--- src/rtl/branch_predict.sv ---
// Branch predictor: 2-bit saturating-counter pattern table, optional gshare index.
// Latency: fetch prediction is combinational; it reaches decode one cycle later through the F/D register.
// Backpressure: stall_d holds F/D and blocks training; flush_d clears F/D; rst (active-low, synchronous) overrides both.
//
// Ports:
//   clk            rising-edge clock for all state
//   rst            synchronous active-low reset
//   pc_f           fetch-stage PC used to index the pattern table
//   pred_taken_f   combinational taken prediction for pc_f
//   stall_d        F/D hold; also suppresses training
//   flush_d        F/D clear; has priority over stall_d
//   branch_d       decode-stage instruction is a conditional branch
//   actual_taken_d resolved branch outcome in decode
//   pred_taken_d   prediction carried alongside the decode-stage instruction
//   mispredict_d   decode-stage mispredict, for redirect/flush
//   branch_cnt     saturating count of resolved branches
//   mispred_cnt    saturating count of mispredicted branches
module branch_predict #(
    parameter int IDX_W   = 6,     // must be >= 2
    parameter bit HIST_EN = 1'b1
) (
    input  logic        clk,
    input  logic        rst,
    input  logic [31:0] pc_f,
    output logic        pred_taken_f,
    input  logic        stall_d,
    input  logic        flush_d,
    input  logic        branch_d,
    input  logic        actual_taken_d,
    output logic        pred_taken_d,
    output logic        mispredict_d,
    output logic [31:0] branch_cnt,
    output logic [31:0] mispred_cnt
);

    localparam int ENTRIES = 1 << IDX_W;

    logic [1:0]       pht [ENTRIES];
    logic [IDX_W-1:0] ghr;
    logic [IDX_W-1:0] idx_f;
    logic [IDX_W-1:0] idx_d;
    logic             upd;
    logic [1:0]       cur_ctr;
    logic [1:0]       nxt_ctr;

    // PC bits outside the index field carry no information for the table.
    logic unused_pc;
    assign unused_pc = ^{pc_f[31:IDX_W+2], pc_f[1:0]};

    // Fetch index always uses the pre-update history, even in a training cycle.
    assign idx_f = HIST_EN ? (pc_f[IDX_W+1:2] ^ ghr) : pc_f[IDX_W+1:2];

    assign upd          = rst & branch_d & ~stall_d;
    assign mispredict_d = upd & (pred_taken_d ^ actual_taken_d);

    // Training always targets the index captured at fetch, not a recomputed one.
    assign cur_ctr = pht[idx_d];

    always_comb begin
        nxt_ctr = cur_ctr;
        if (actual_taken_d) begin
            if (cur_ctr != 2'b11) nxt_ctr = cur_ctr + 2'b01;
        end else begin
            if (cur_ctr != 2'b00) nxt_ctr = cur_ctr - 2'b01;
        end
    end

    // Write-to-read bypass so fetch sees the counter value being written this cycle.
    always_comb begin
        pred_taken_f = pht[idx_f][1];
        if (upd && (idx_f == idx_d)) pred_taken_f = nxt_ctr[1];
    end

    always_ff @(posedge clk) begin
        if (!rst) begin
            for (int i = 0; i < ENTRIES; i++) pht[i] <= 2'b01;
            ghr          <= '0;
            pred_taken_d <= 1'b0;
            idx_d        <= '0;
            branch_cnt   <= '0;
            mispred_cnt  <= '0;
        end else begin
            if (flush_d) begin
                pred_taken_d <= 1'b0;
                idx_d        <= '0;
            end else if (!stall_d) begin
                pred_taken_d <= pred_taken_f;
                idx_d        <= idx_f;
            end

            if (upd) begin
                pht[idx_d] <= nxt_ctr;
                if (HIST_EN) ghr <= {ghr[IDX_W-2:0], actual_taken_d};
                if (branch_cnt != 32'hFFFF_FFFF) branch_cnt <= branch_cnt + 32'd1;
                if (mispredict_d && (mispred_cnt != 32'hFFFF_FFFF))
                    mispred_cnt <= mispred_cnt + 32'd1;
            end
        end
    end

endmodule

--- config.mk ---
export PLATFORM = sky130hd
export DESIGN_NAME = branch_predict
export DESIGN_NICKNAME = d
export VERILOG_FILES = /design/src/rtl/branch_predict.sv
export SDC_FILE = /design/constraint.sdc
export NUM_CORES = 1
export LEC_CHECK = 0
export ABC_AREA = 0
export CAP_MARGIN = 15
export CORE_MARGIN = 2
export CORE_UTILIZATION = 58
export CTS_CLUSTER_DIAMETER = 50
export DETAILED_ROUTE_END_ITERATION = 12
export PLACE_DENSITY = 0.82
export SYNTH_ARGS = -nofsm -noshare
export SYNTH_HDL_FRONTEND = slang
export SYNTH_SLANG_ARGS = --single-unit
--- constraint.sdc ---
create_clock -name clk -period 4.3 [get_ports clk]
set_input_delay 0.86 -clock clk [delete_from_list [all_inputs] [get_ports clk]]
set_output_delay 0.86 -clock clk [all_outputs]
set_load 0.05 [all_outputs]
==> summary.log <==
INFO  critical_path  worstSetupEndpointType=output port
INFO  critical_path  critPathKind=input port to output port
INFO  yosys          synth.yosys.seq_area_share=50.5%
INFO  power_and_ir_drop power_leakage=3.95nW
INFO  yosys          syn_area_per_cell=10.8um^2
INFO  global_route   overflow=0
INFO  floorplanning  die_area=19900um^2
INFO  place          hpwlAfterDp=15800um
INFO  critical_path  critPathLaunchType=input port
INFO  yosys          count_of_flip_flops_with_a_built_in_enable_after_synthesis=128
INFO  clock_network  tritoncts_num_sinks=211
INFO  clock_network  clkSlewWorstSetupHoldPaths=0.06ns
INFO  floorplanning  placementRows=50
INFO  critical_path  worstPathRequired=3.44ns
INFO  clock_network  holdBufCountCts=0
INFO  min_path       worst_hold_path_class=register to register
INFO  route          router_iterations_before_antenna_repair=5
INFO  cells_and_area layout_nets=1091
INFO  timing         final_min_period_over_clock_period=98.2%
INFO  route          avgViaCountPerCell=6.14
INFO  floorplanning  die_x_extent=141um
INFO  cells_and_area layout_common_cells=edfxtp_1 (128), nand2_1 (112), nor2_1 (89)
INFO  timing         maxSlewHeadroom=35.4%
INFO  clock_network  clock_tree_from_tritoncts=done
INFO  cells_and_area n_antenna_cell=0
INFO  timing         worst_hold_slack=0.483ns
INFO  power_and_ir_drop p_switching=1.05mW
INFO  power_and_ir_drop netSwitchingFraction=23.6%
INFO  power_and_ir_drop sequentialPowerShare=49.5%
INFO  yosys          flop_and_latch_count_out_of_synthesis=211
INFO  route          route.vias.total=7975
INFO  power_and_ir_drop power_per_cell_area=356nW/um^2
INFO  place          routability_congestion=0.876
INFO  place          numPortBuffers=78
INFO  yosys          post_synth_inst_count=1009
INFO  global_route   first_global_vias=7719
INFO  global_route   grt_start_max_net_pins=86
INFO  route          drt_drc_violations_left=0
INFO  cells_and_area ratio_of_cells_with_drive_above_1_in_the_final_layout=12.8%
INFO  clock_network  cts-root-buf=clkbuf_16
INFO  floorplanning  core_region_area=18600um^2
INFO  timing         max_clock_freq=237MHz
INFO  global_route   grt_use_total=25.1%
INFO  route          postRouteWirelength=25100um
INFO  global_route   grt_pass1_wl=40000um
INFO  route          number_of_routed_nets_with_antenna_violations=0
INFO  timing         unrepaired_setup_endpoints_after_global_routing=false
INFO  yosys          synth_cell_type_count=55
INFO  yosys          synthesis.nets=1049
INFO  global_route   antenna_found_initial=0
INFO  run_status     outcome=finished, final reports clean
INFO  timing         minimum_clock_period=4.22ns
INFO  floorplanning  initial_core_util=58.6%
INFO  power_and_ir_drop comb_power_share=7.8%
INFO  yosys          synthesis.area=10900um^2
INFO  timing         finalSetupViolCount=0
INFO  timing         final_hold_viol_count=0
INFO  run            drv.max_cap_violation_count=0
INFO  cells_and_area final_util=67.2%
INFO  clock_network  clock_insertion_delay_worst_skew=0.51ns
INFO  floorplanning  io_pins=105
INFO  timing         fin_tns_setup=0ns
INFO  timing         final_worst_clock_skew=0.00986ns
INFO  yosys          synth_ff_type=edfxtp_1
INFO  critical_path  worstPathMaxFanout=9
INFO  yosys          asyncSetResetFlopFracSynth=0%
INFO  timing         slew_violations=0
INFO  route          drtIter0Drc=779
INFO  route          avgRoutedWirePerCell=19.3um
INFO  yosys          ys.warnings.count=0
INFO  clock_network  cts-buffers-inserted=23
INFO  timing         worst_pin_slew=0.966ns
INFO  floorplanning  die_y=141um
INFO  clock_network  clock_tree.buffer_depth=3
INFO  cells_and_area mostFrequentLayoutCell=edfxtp_1
INFO  critical_path  cp.arrival=3.36ns
INFO  cells_and_area area_delta_synth_final=14.6%
INFO  power_and_ir_drop p_int=3.40mW
INFO  power_and_ir_drop pwr-share-clk=42.7%
INFO  power_and_ir_drop ir_worst_vdd=0.000238V
INFO  clock_network  cts-htree-levels=1
logic make-up after synthesis:
| family | Yosys count | share of synthesized area [%] |
|---|---|---|
| adder cells (fa/ha/maj) | 3 | 0.333 |
| AND/OR/NAND/NOR | 451 | 21.2 |
| multiplexers | 75 | 12.1 |
| flip-flops | 211 | 50.5 |
| AO/OA/AOI/OAI | 109 | 5.98 |
| buffers and inverters | 95 | 4.68 |
| XOR/XNOR | 65 | 5.22 |
final cells by class:
type	instances	area, um^2
clock inverter	14	134
clock buffer	25	583
tap	234	293
fill	1302	6100
inverter	6	22.5
sequential	211	5510
multi-input combinational	703	4900
timing repair buffer	106	1050
flip-flops by register name, indices dropped and copies added (netlist names), named ones only:
| name | cells |
|---|---|
| branch_cnt | 32 |
| idx_d | 6 |
| pred_taken_d | 1 |
| pht | 128 |
| mispred_cnt | 32 |
| ghr | 6 |
power by group through the flow:
| stage | registers (mW) | clock network, mW | logic (mW) |
|---|---|---|---|
| 2_1_floorplan | 2.23 | 0 | 0.276 |
| 3_3_place_gp | 2.24 | 0 | 0.334 |
| 3_5_place_dp | 2.24 | 0 | 0.340 |
| 4_1_cts | 2.20 | 1.91 | 0.343 |
| 5_1_grt | 2.20 | 1.99 | 0.373 |
| 6_report | 2.20 | 1.90 | 0.348 |
timing repair:
item,in CTS,in global routing
buffers inserted,0,1
gates resized for setup,0,2
setup endpoints to repair,0,1
synthesized netlist by cell type (3+ instances only):
cell type	instances	area, um^2
edfxtp_1	128	3840
nand2_1	112	420
nor2_1	89	334
dfxtp_1	83	1660
o21ai_0	72	360
clkbuf_1	64	240
and2_1	59	369
nor3_1	59	295
mux4_2	45	1010
nand3_1	44	220
xnor2_1	39	342
mux2i_1	28	280
xor2_1	26	228
and3_1	16	100
buf_6	16	180
and4_1	15	131
nor3_2	12	120
nand4_1	10	62.6
a21boi_0	8	60.1
or3_1	7	43.8
a21oi_1	6	30.0
buf_2	6	30.0
inv_1	6	22.5
nand3b_1	6	45.0
nor2b_1	5	31.3
nor3b_1	4	30.0
a31oi_1	3	18.8
o22ai_1	3	18.8
or3b_2	3	26.3
metrics by stage:
stage / total power, mW / cell area (um^2) / setup slack (ns) / cells
after floorplan: 2.50 / 10900 / 0.390 / 1009
after global placement: 2.57 / 11700 / 0.0808 / 1259
after detailed placement: 2.58 / 11700 / 0.0733 / 1259
after CTS: 4.45 / 12500 / 0.0121 / 1298
after global routing: 4.57 / 12500 / 0.00985 / 1299
final: 4.45 / 12500 / 0.0773 / 1299
final timing paths:
check | startpoint | endpoint | slack, ns | cells after the start
setup / recovery | pc_f[2] | pred_taken_f | 0.08 | 9
hold / removal | ghr[2] | ghr[3] | 0.48 | 2
setup reg to reg | register | pht[39][1] | 0.80 | 9
hold reg to reg | ghr[2] | ghr[3] | 0.48 | 2
layer usage:
| metal | GRT usage, % | vias to the layer above | wire length [um] |
|---|---|---|---|
| met2 | 41.5 | 374 | 12300 |
| met1 | 34.2 | 3848 | 10200 |
| li1 | - | 3704 | - |
| met3 | 3.46 | 49 | 1980 |
| met4 | 8.89 | 0 | 657 |
| met5 | 0 | - | 0 |
critical path, cell delays in order:
cell	delay (ns)
clkdlybuf4s50_1	0.53
xor2_2	0.19
buf_12	0.17
mux4_2	0.52
mux4_2	0.50
nand3b_1	0.11
nand3_1	0.10
and2_1	0.17
buf_4	0.19
Note: power is estimated with default switching activity, not from simulation.
